[config.mk]
export PLATFORM = sky130hd
export DESIGN_NAME = ioff_scan_ctrl
export DESIGN_NICKNAME = d
export VERILOG_FILES = /design/src/rtl/ioff_scan_pkg.sv /design/src/rtl/ioff_scan_shreg.sv /design/src/rtl/ioff_scan_ctrl.sv
export SDC_FILE = /design/constraint.sdc
export NUM_CORES = 1
export LEC_CHECK = 0
export ABC_AREA = 1
export CAP_MARGIN = 25
export CORE_ASPECT_RATIO = 0.7
export CORE_MARGIN = 2
export CORE_UTILIZATION = 53
export CTS_CLUSTER_DIAMETER = 100
export DETAILED_ROUTE_END_ITERATION = 8
export PLACE_DENSITY = 0.92
export SYNTH_ARGS = -nofsm -noshare
export SYNTH_HDL_FRONTEND = slang
export SYNTH_SLANG_ARGS = --single-unit
export TNS_END_PERCENT = 10
[constraint.sdc]
create_clock -name CK -period 6 [get_ports CK]
set_clock_uncertainty 0.05 [all_clocks]
set_input_delay 0.9 -clock CK [delete_from_list [all_inputs] [get_ports CK]]
set_output_delay 0.9 -clock CK [all_outputs]
set_load 0.01 [all_outputs]
[src/rtl/ioff_scan_pkg.sv]
// ----------------------------------------------------------------------------
// ioff_scan_pkg
// Shared definitions for the IO flip-flop scan-chain master.
//   - state encodings for the controller FSM (IDLE/CAPTURE/SHIFT/DONE)
//   - scan_state_t, also driven out of the top as a debug/observation port
// ----------------------------------------------------------------------------
package ioff_scan_pkg;

    localparam logic [1:0] ST_IDLE    = 2'd0;
    localparam logic [1:0] ST_CAPTURE = 2'd1;
    localparam logic [1:0] ST_SHIFT   = 2'd2;
    localparam logic [1:0] ST_DONE    = 2'd3;

    typedef enum logic [1:0] {
        IDLE    = ST_IDLE,
        CAPTURE = ST_CAPTURE,
        SHIFT   = ST_SHIFT,
        DONE    = ST_DONE
    } scan_state_t;

endpackage

[src/rtl/ioff_scan_shreg.sv]
// ----------------------------------------------------------------------------
// ioff_scan_shreg
// WIDTH-bit load/shift register with serial input and serial output.
// Parallel load has priority over shift. Shifting moves bits towards the MSB;
// the MSB is the serial output.
// Ports:
//   clk, rst   clock, asynchronous active-high reset (clears contents)
//   load, din  parallel load enable / data
//   shift, sin shift-left enable / serial input into bit 0
//   q          parallel contents
//   sout_next  value the MSB will hold after the coming clock edge, so a
//              registered serial output can be updated on the same edge
// ----------------------------------------------------------------------------
module ioff_scan_shreg #(
    parameter int WIDTH = 32
) (
    input  logic             clk,
    input  logic             rst,
    input  logic             load,
    input  logic [WIDTH-1:0] din,
    input  logic             shift,
    input  logic             sin,
    output logic [WIDTH-1:0] q,
    output logic             sout_next
);

    always_ff @(posedge clk or posedge rst) begin
        if (rst) begin
            q <= '0;
        end else if (load) begin
            q <= din;
        end else if (shift) begin
            q <= {q[WIDTH-2:0], sin};
        end
    end

    always_comb begin
        sout_next = q[WIDTH-1];
        if (load) begin
            sout_next = din[WIDTH-1];
        end else if (shift) begin
            sout_next = q[WIDTH-2];
        end
    end

endmodule

[src/rtl/ioff_scan_ctrl.sv]
// ----------------------------------------------------------------------------
// ioff_scan_ctrl
// Master end of the IO flip-flop scan chain. Takes a CHAIN_LEN-bit pattern
// from the host, optionally performs one functional capture cycle (SE=0),
// then shifts the pattern into the chain for exactly CHAIN_LEN cycles while
// sampling the chain's serial output. The sampled word is returned to the
// host as the readback.
//
// Handshakes: a transfer happens on a rising CK edge where both valid and
// ready are high; valid/data are held by the source until that edge, and
// ready never depends combinationally on valid.
//
// Ports:
//   CK, global_reset   clock (chain cells share this edge), async reset high
//   wr_valid/wr_ready  host pattern handshake; wr_data MSB is shifted first
//   wr_data            pattern (MSB ends up in the last cell)
//   wr_capture         1: one functional capture cycle before shifting
//   rd_valid/rd_ready  readback handshake
//   rd_data            shifted-out bits, first SO sample in the MSB
//   busy               high in CAPTURE or SHIFT
//   scan_si/scan_se    to SI of first cell / SE of all cells
//   scan_so            from SO of last cell
//   fsm_state          current controller state, for observation
// ----------------------------------------------------------------------------
module ioff_scan_ctrl
    import ioff_scan_pkg::*;
#(
    parameter int CHAIN_LEN = 32
) (
    input  logic                 CK,
    input  logic                 global_reset,
    input  logic                 wr_valid,
    output logic                 wr_ready,
    input  logic [CHAIN_LEN-1:0] wr_data,
    input  logic                 wr_capture,
    output logic                 rd_valid,
    input  logic                 rd_ready,
    output logic [CHAIN_LEN-1:0] rd_data,
    output logic                 busy,
    output logic                 scan_si,
    output logic                 scan_se,
    input  logic                 scan_so,
    output scan_state_t          fsm_state
);

    localparam int CNT_W = $clog2(CHAIN_LEN + 1);

    scan_state_t    state, state_d;
    logic [CNT_W-1:0] cnt, cnt_d;

    logic accept;
    logic rd_take;
    logic shifting;
    logic tx_si_next;

    logic wr_ready_d, rd_valid_d, busy_d, scan_se_d, scan_si_d;

    // tx parallel contents and rx look-ahead MSB are not needed here.
    logic [CHAIN_LEN-1:0] tx_par_unused;
    logic                 rx_msb_unused;

    assign accept   = (state == IDLE) && wr_valid && wr_ready;
    // rd_valid lags DONE entry by one cycle, so the handshake is qualified
    // by the registered rd_valid rather than by the state alone.
    assign rd_take  = (state == DONE) && rd_valid && rd_ready;
    assign shifting = (state == SHIFT);

    // Pattern register: loaded on accept, MSB feeds scan_si during SHIFT.
    ioff_scan_shreg #(.WIDTH(CHAIN_LEN)) u_tx (
        .clk       (CK),
        .rst       (global_reset),
        .load      (accept),
        .din       (wr_data),
        .shift     (shifting),
        .sin       (1'b0),
        .q         (tx_par_unused),
        .sout_next (tx_si_next)
    );

    // Readback register: scan_so sampled on the same edge the chain shifts,
    // so it collects the chain's pre-shift (or captured) contents.
    ioff_scan_shreg #(.WIDTH(CHAIN_LEN)) u_rx (
        .clk       (CK),
        .rst       (global_reset),
        .load      (1'b0),
        .din       ('0),
        .shift     (shifting),
        .sin       (scan_so),
        .q         (rd_data),
        .sout_next (rx_msb_unused)
    );

    always_comb begin
        state_d = state;
        cnt_d   = cnt;
        case (state)
            IDLE: begin
                if (accept) begin
                    state_d = wr_capture ? CAPTURE : SHIFT;
                    cnt_d   = '0;
                end
            end
            CAPTURE: begin
                state_d = SHIFT;
            end
            SHIFT: begin
                if (cnt != CNT_W'(CHAIN_LEN)) begin
                    cnt_d = cnt + 1'b1;
                end
                // This edge takes sample number CHAIN_LEN.
                if (cnt == CNT_W'(CHAIN_LEN - 1)) begin
                    state_d = DONE;
                end
            end
            DONE: begin
                if (rd_take) begin
                    state_d = IDLE;
                end
            end
            default: begin
                state_d = IDLE;
            end
        endcase

        // Outputs are registered from the next state so they line up with it.
        wr_ready_d = (state_d == IDLE);
        rd_valid_d = (state == DONE) && !rd_take;
        busy_d     = (state_d == CAPTURE) || (state_d == SHIFT);
        scan_se_d  = (state_d == SHIFT);
        scan_si_d  = (state_d == SHIFT) && tx_si_next;
    end

    always_ff @(posedge CK or posedge global_reset) begin
        if (global_reset) begin
            state    <= IDLE;
            cnt      <= '0;
            wr_ready <= 1'b0;
            rd_valid <= 1'b0;
            busy     <= 1'b0;
            scan_se  <= 1'b0;
            scan_si  <= 1'b0;
        end else begin
            state    <= state_d;
            cnt      <= cnt_d;
            wr_ready <= wr_ready_d;
            rd_valid <= rd_valid_d;
            busy     <= busy_d;
            scan_se  <= scan_se_d;
            scan_si  <= scan_si_d;
        end
    end

    assign fsm_state = state;

endmodule

Word-level counts from Yosys, hierarchy flattened --
Cells that the tools add are included.
Word-level totals: bits in latches 0, memories kept 0, output and inout bits 39, RAM bits 0, bits in read-only memories 0, register bits 77, input bits 38
Operators by class: shift-type cells 0, multipliers 0, reduce and logical (&&, ||, !) cells 13, add/subtract/negate cells 1, $lt $le $gt $ge 0, divide/modulo/power cells 0, bitwise operators 0, multiplexer cells 12, eq/ne operators 9
Operators with widths (count):
- two-way mux 32 bit | 2
- two-way mux 6 bit | 2
- case mux 6 bit (2 select lines) | 1
- two-way mux 2 bit | 4
- case mux 2 bit (4 select lines) | 1
- adder 6 x 1 -> 6 bit (second input constant) | 1
- == test 2 bit (second input constant) | 3
- == test 6 x 5 -> 1 bit (second input constant) | 1
- logical AND 1 bit | 6
- inequality test 6 bit (second input constant) | 1
- == test 2 x 1 -> 1 bit (second input constant) | 2
- logical NOT 2 bit | 2
- nonzero test 2 bit | 2
- AND reduction 3 bit | 1
- two-way mux 1 bit | 2
- inequality test 2 x 1 -> 1 bit (second input constant) | 1
- inequality test 2 bit (second input constant) | 1
- logical NOT 1 bit | 1
- logical OR 1 bit | 1

Logic depth before layout (Yosys ltp) --
depth in word-level cells 7, mapped depth 9

Cells and area by module --
A second synthesis with hierarchy kept.
Second synthesis, totals: cell total of the unflattened synthesis 436, area, all modules 3704.8 µm²
By module, submodules not included:
- ioff_scan_shreg | cells each 178, sequential area each 800.8 µm², instances 2, area each 1520.2 µm²
- ioff_scan_ctrl | cells each 80, sequential area each 325.3 µm², instances 1, area each 664.4 µm²

Worst setup path after synthesis --
Ideal clock, no wire load.
path kind input to register, from input wr_valid, to register scan_si, library setup time 121 ps, path slack 4145 ps, cell stages on the path 9, arrival 1684 ps, cells stage by stage nand2_1 inv_1 nand2_2 inv_2 nand2_1 o211ai_2 inv_1 ha_1 a21boi_1
Between the ends: word-level cells in the longest chain between the ends 6
RTL lines:
- start: declaration | line ioff_scan_ctrl.sv:32 | input logic wr_valid,
- logical AND 1 bit (2 in series) | line ioff_scan_ctrl.sv:62 | assign accept = (state == IDLE) && wr_valid && wr_ready;
- two-way mux 2 bit | line ioff_scan_ctrl.sv:98 | if (accept) begin
- case mux 2 bit (4 select lines) | line ioff_scan_ctrl.sv:96 | case (state)
- named net state_d[0] | line ioff_scan_ctrl.sv:48 | scan_state_t state, state_d;
- == test 2 bit
- named net scan_se_d | line ioff_scan_ctrl.sv:56 | logic wr_ready_d, rd_valid_d, busy_d, scan_se_d, scan_si_d;
- logical AND 1 bit | line ioff_scan_ctrl.sv:130 | scan_si_d = (state_d == SHIFT) && tx_si_next;
- named net scan_si_d | line ioff_scan_ctrl.sv:56
- end signal: assignment | line ioff_scan_ctrl.sv:149 | scan_si <= scan_si_d;
- end: declaration | line ioff_scan_ctrl.sv:40 | output logic scan_si,
The timed path passes the listed nets, and every way through them passes these cells. A chain may end at the register's enable or synchronous reset.

Worst setup path after layout --
Same ends and word-level chain as after synthesis.

==> impl_summary.md <==
Worst setup path
The data arrival time of the critical path is 3.16 ns. The data required time of the worst path is 6.18 ns. The setup path with the least slack is of type in2reg.

The startpoint kind of the worst setup timing path is a primary input. The element type at the critical path end is a register. Of all nets on the critical path, the largest fanout is 34.

Clock tree
The quantity of hold-fixing buffers added after cts is 0. In this run, CTS created clock tree buffers numbering 9. The TritonCTS clock tree is done. The number of gates resized after CTS is 0. The CTS root buffer is clkbuf_8. In this run the post-CTS setup repair buffer count came out at 0. The clock tree synthesis step divided the H-tree into 3 levels. The clock insertion delay at the later pin of the skew report is 0.35 ns. After clock tree synthesis, the clock-pin slew on the worst setup and hold paths is 0.07 ns. The maximum root-to-sink buffer count is 2. The clock drives 77 sinks.

Status
The flow ran to the end, and the final reports show no timing, DRC or antenna violations.

Synth
The synthesized netlist occupies a cell area of 0.00328 mm^2. Synthesis produced 371 cells. In the post-synthesis netlist, the biggest area contributors are dfrtp_1 (59%), nand2_1 (14%), nand3_1 (10%).

After synthesis, the most frequently instantiated cells are nand2_1 (122), dfrtp_1 (77), nand3_1 (66). The most common cell in the netlist is nand2_1. The portion of the post-synthesis area used by sequential elements is 58.8%. The number of enable-type register cells in the synthesized netlist is 0. The share of the synthesized area in the top cell type is 58.8%. The flip-flop cell with the highest count after synthesis is dfrtp_1. The synthesized design spends more area on one cell type than any other, namely dfrtp_1.

The count of distinct cell types in the synthesized netlist is 24. The net count after synthesis is 413. Yosys printed 0 warnings.

The share of flip-flops with an asynchronous set or reset after synthesis is 100%. The post-synthesis sequential element count is 77. The mean area per synthesized cell is 8.83 um^2.

Floorplan
The initial cell density of the core is 56.1%. The die covers 0.00684 mm^2. From bottom edge to top edge, the die measures 69.8 um. The core region is 0.00584 mm^2. For this design the top-level I/O count stands at 77. The die width is 98.0 um. Row generation in the floorplan step produced 23 rows.

Place
Routability-driven placement finished with a final weighted congestion of 0.796. The HPWL reported at the end of detailed placement is 4750 um. The number of buffers added on ports is 76. Counting tap cells, the placed design contains a total of 504 instances.

Routing
After detailed routing, the number of remaining DRC violations is 0. The post-detailed-route via-to-cell ratio is 5.26. Once detail routing completed, the nets flagged for antenna violations numbered 0.

The detailed router finished its first iteration with 149 violations. The final layout contains routed wiring with a total length of 7360 um. The number of search-and-repair iterations in the first detailed-routing pass is 7. The routed length per instance is 14.2 um. The total via count in the routed design is 2731.

Timing
The worst path needs 2.99 ns of the cycle, external delays included. The final-layout setup total negative slack is 0 ns. In this run the tightest slew margin relative to its limit is 32.1%. The share of the clock period used by the worst path is 49.8%.

Setup repair after global routing left no endpoint under its margin. For the pin with the worst max-slew slack, the measured transition is 1.02 ns. The number of hold-slack violations in the final timing report is 0. The highest clock frequency the design can meet is 335 MHz. The number of pins with negative max-slew slack in the final report came to 0. The final number of setup-violating endpoints is 0.

Cells and area
In the final layout, the multi-input gates occupy 0.00113 mm^2. The net count of the finished layout is 483. The repair_antennas step left the layout with diodes totalling 0.

The share of cells above drive strength 1 is 6.08%. In the final layout, flip-flops and latches occupy 0.00193 mm^2. The finished layout holds 519 standard cells, fillers aside.

Fill cells in the final layout number 410. The area overhead of the layout relative to synthesis is 31.4%.

Power
IR analysis of the VDD net gives a maximum drop of 0.000274 V. The analysis attributes to cell leakage a power of 2.03 nW. The power density over cell area is 437 mW/mm^2.

Global routing
The global-route wire length before repair is 12200 um. The largest net degree at the start of global routing is 78. The overall global routing resource usage is 22.3%. The total congestion overflow after global routing is 0. The via count of the first global-routing pass is 2493.

The number of antenna violations at the first check in global routing is 0.

Min path
The min-delay analysis places its worst path in the category reg2reg.

Run
The max-cap violation count is 0.
==> cell usage in the layout (no fill, tap or decap) <==
cell type | netlist | layout
ha_1 | 4 | 4
clkinvlp_4 | 0 | 1
buf_4 | 1 | 2
nand4_1 | 1 | 1
inv_1 | 27 | 26
o21bai_1 | 1 | 1
buf_16 | 0 | 1
nand2_4 | 1 | 1
nand2_2 | 2 | 2
o21ai_0 | 33 | 33
nor2_4 | 1 | 1
o211ai_1 | 1 | 1
a21boi_1 | 1 | 1
o21ai_1 | 3 | 3
clkdlybuf4s50_1 | 0 | 76
or2_2 | 1 | 1
bufinv_16 | 0 | 3
inv_2 | 3 | 4
nand3_1 | 66 | 66
xor2_1 | 1 | 1
o221ai_1 | 1 | 1
dfrtp_1 | 77 | 77
clkbuf_8 | 0 | 10
nand2_1 | 122 | 122
o211ai_2 | 1 | 1
nor2_1 | 4 | 4
==> cell type report <==
type	count	area share [%]
inverter	30	2.62
sequential	77	44.8
timing repair buffer	79	18.7
clock buffer	10	3.20
clock inverter	4	2.27
multi-input combinational	244	26.3
tap	75	2.18
==> registers in the layout, summed over array words and instances (netlist names) <==
name	count
busy	1
cnt	6
fsm_state	2
rd_valid	1
scan_se	1
scan_si	1
u_rx.q	32
u_tx.q	32
wr_ready	1
==> per-layer routing <==
| layer | up-vias | share of wire, % | track usage, % | routed length (um) |
|---|---|---|---|---|
| met5 | - | 0 | 0 | 0 |
| met4 | 0 | 2.0 | 7.41 | 145 |
| met3 | 15 | 5.4 | 5.54 | 397 |
| met2 | 99 | 49 | 35.2 | 3610 |
| met1 | 1290 | 44 | 30.5 | 3210 |
| li1 | 1327 | - | - | - |
==> per-stage QoR <==
stage                     setup WS (ns)  power [W]  hold slack (ns)  area [um^2]  util (%)
after global routing               2.80    0.00199            0.469         4310      73.7
final                              3.01    0.00188            0.424         4310      73.7
after floorplan                    3.08    0.00111            0.416         3280         -
after detailed placement           2.71    0.00142            0.408         4040      69.2
after global placement             2.78    0.00139            0.403         4040      69.2
after CTS                          3.03    0.00189            0.427         4280      73.2
==> worst max-delay path, cell delays in order <==
cell             delay [ns]
clkdlybuf4s50_1        0.46
nand2_1                0.07
inv_1                  0.08
nand2_2                0.37
inv_2                  0.57
nand2_1                0.14
o211ai_2               0.12
inv_1                  0.10
ha_1                   0.22
a21boi_1               0.13
==> logic make-up (layout without fill, tap and decap cells) <==
group	after synthesis	after routing	synth area share [%]
and+or+nand+nor	198	198	26.0
DFF	77	77	58.8
buffers and inverters	50	123	6.61
AOI/OAI and AO/OA	41	41	6.83
adders and majority gates	4	4	1.53
xor gates and xnor gates	1	1	0.267
==> report_power, final <==
| group | internal (W) | total (W) | switching [W] |
|---|---|---|---|
| combinational | 0.000308 | 0.000616 | 0.000308 |
| clock | 0.000283 | 0.000462 | 0.000179 |
| sequential | 0.000684 | 0.000801 | 0.000117 |
| total | 0.00127 | 0.00188 | 0.000605 |
==> final timing paths <==
check | startpoint | endpoint | slack [ns] | cells after the start
setup reg to reg | fsm_state[0] | scan_si | 3.56 | 8
max in group asynchronous | global_reset | u_tx.q[20] | 4.58 | 4
hold reg to reg | u_rx.q[31] | u_rx.q[31] | 0.42 | 2
min in group asynchronous | global_reset | u_rx.q[29] | 0.77 | 3
setup / recovery | wr_valid | scan_si | 3.01 | 10
hold / removal | u_rx.q[31] | u_rx.q[31] | 0.42 | 2
No activity file was read; power rests on OpenSTA's default activity.
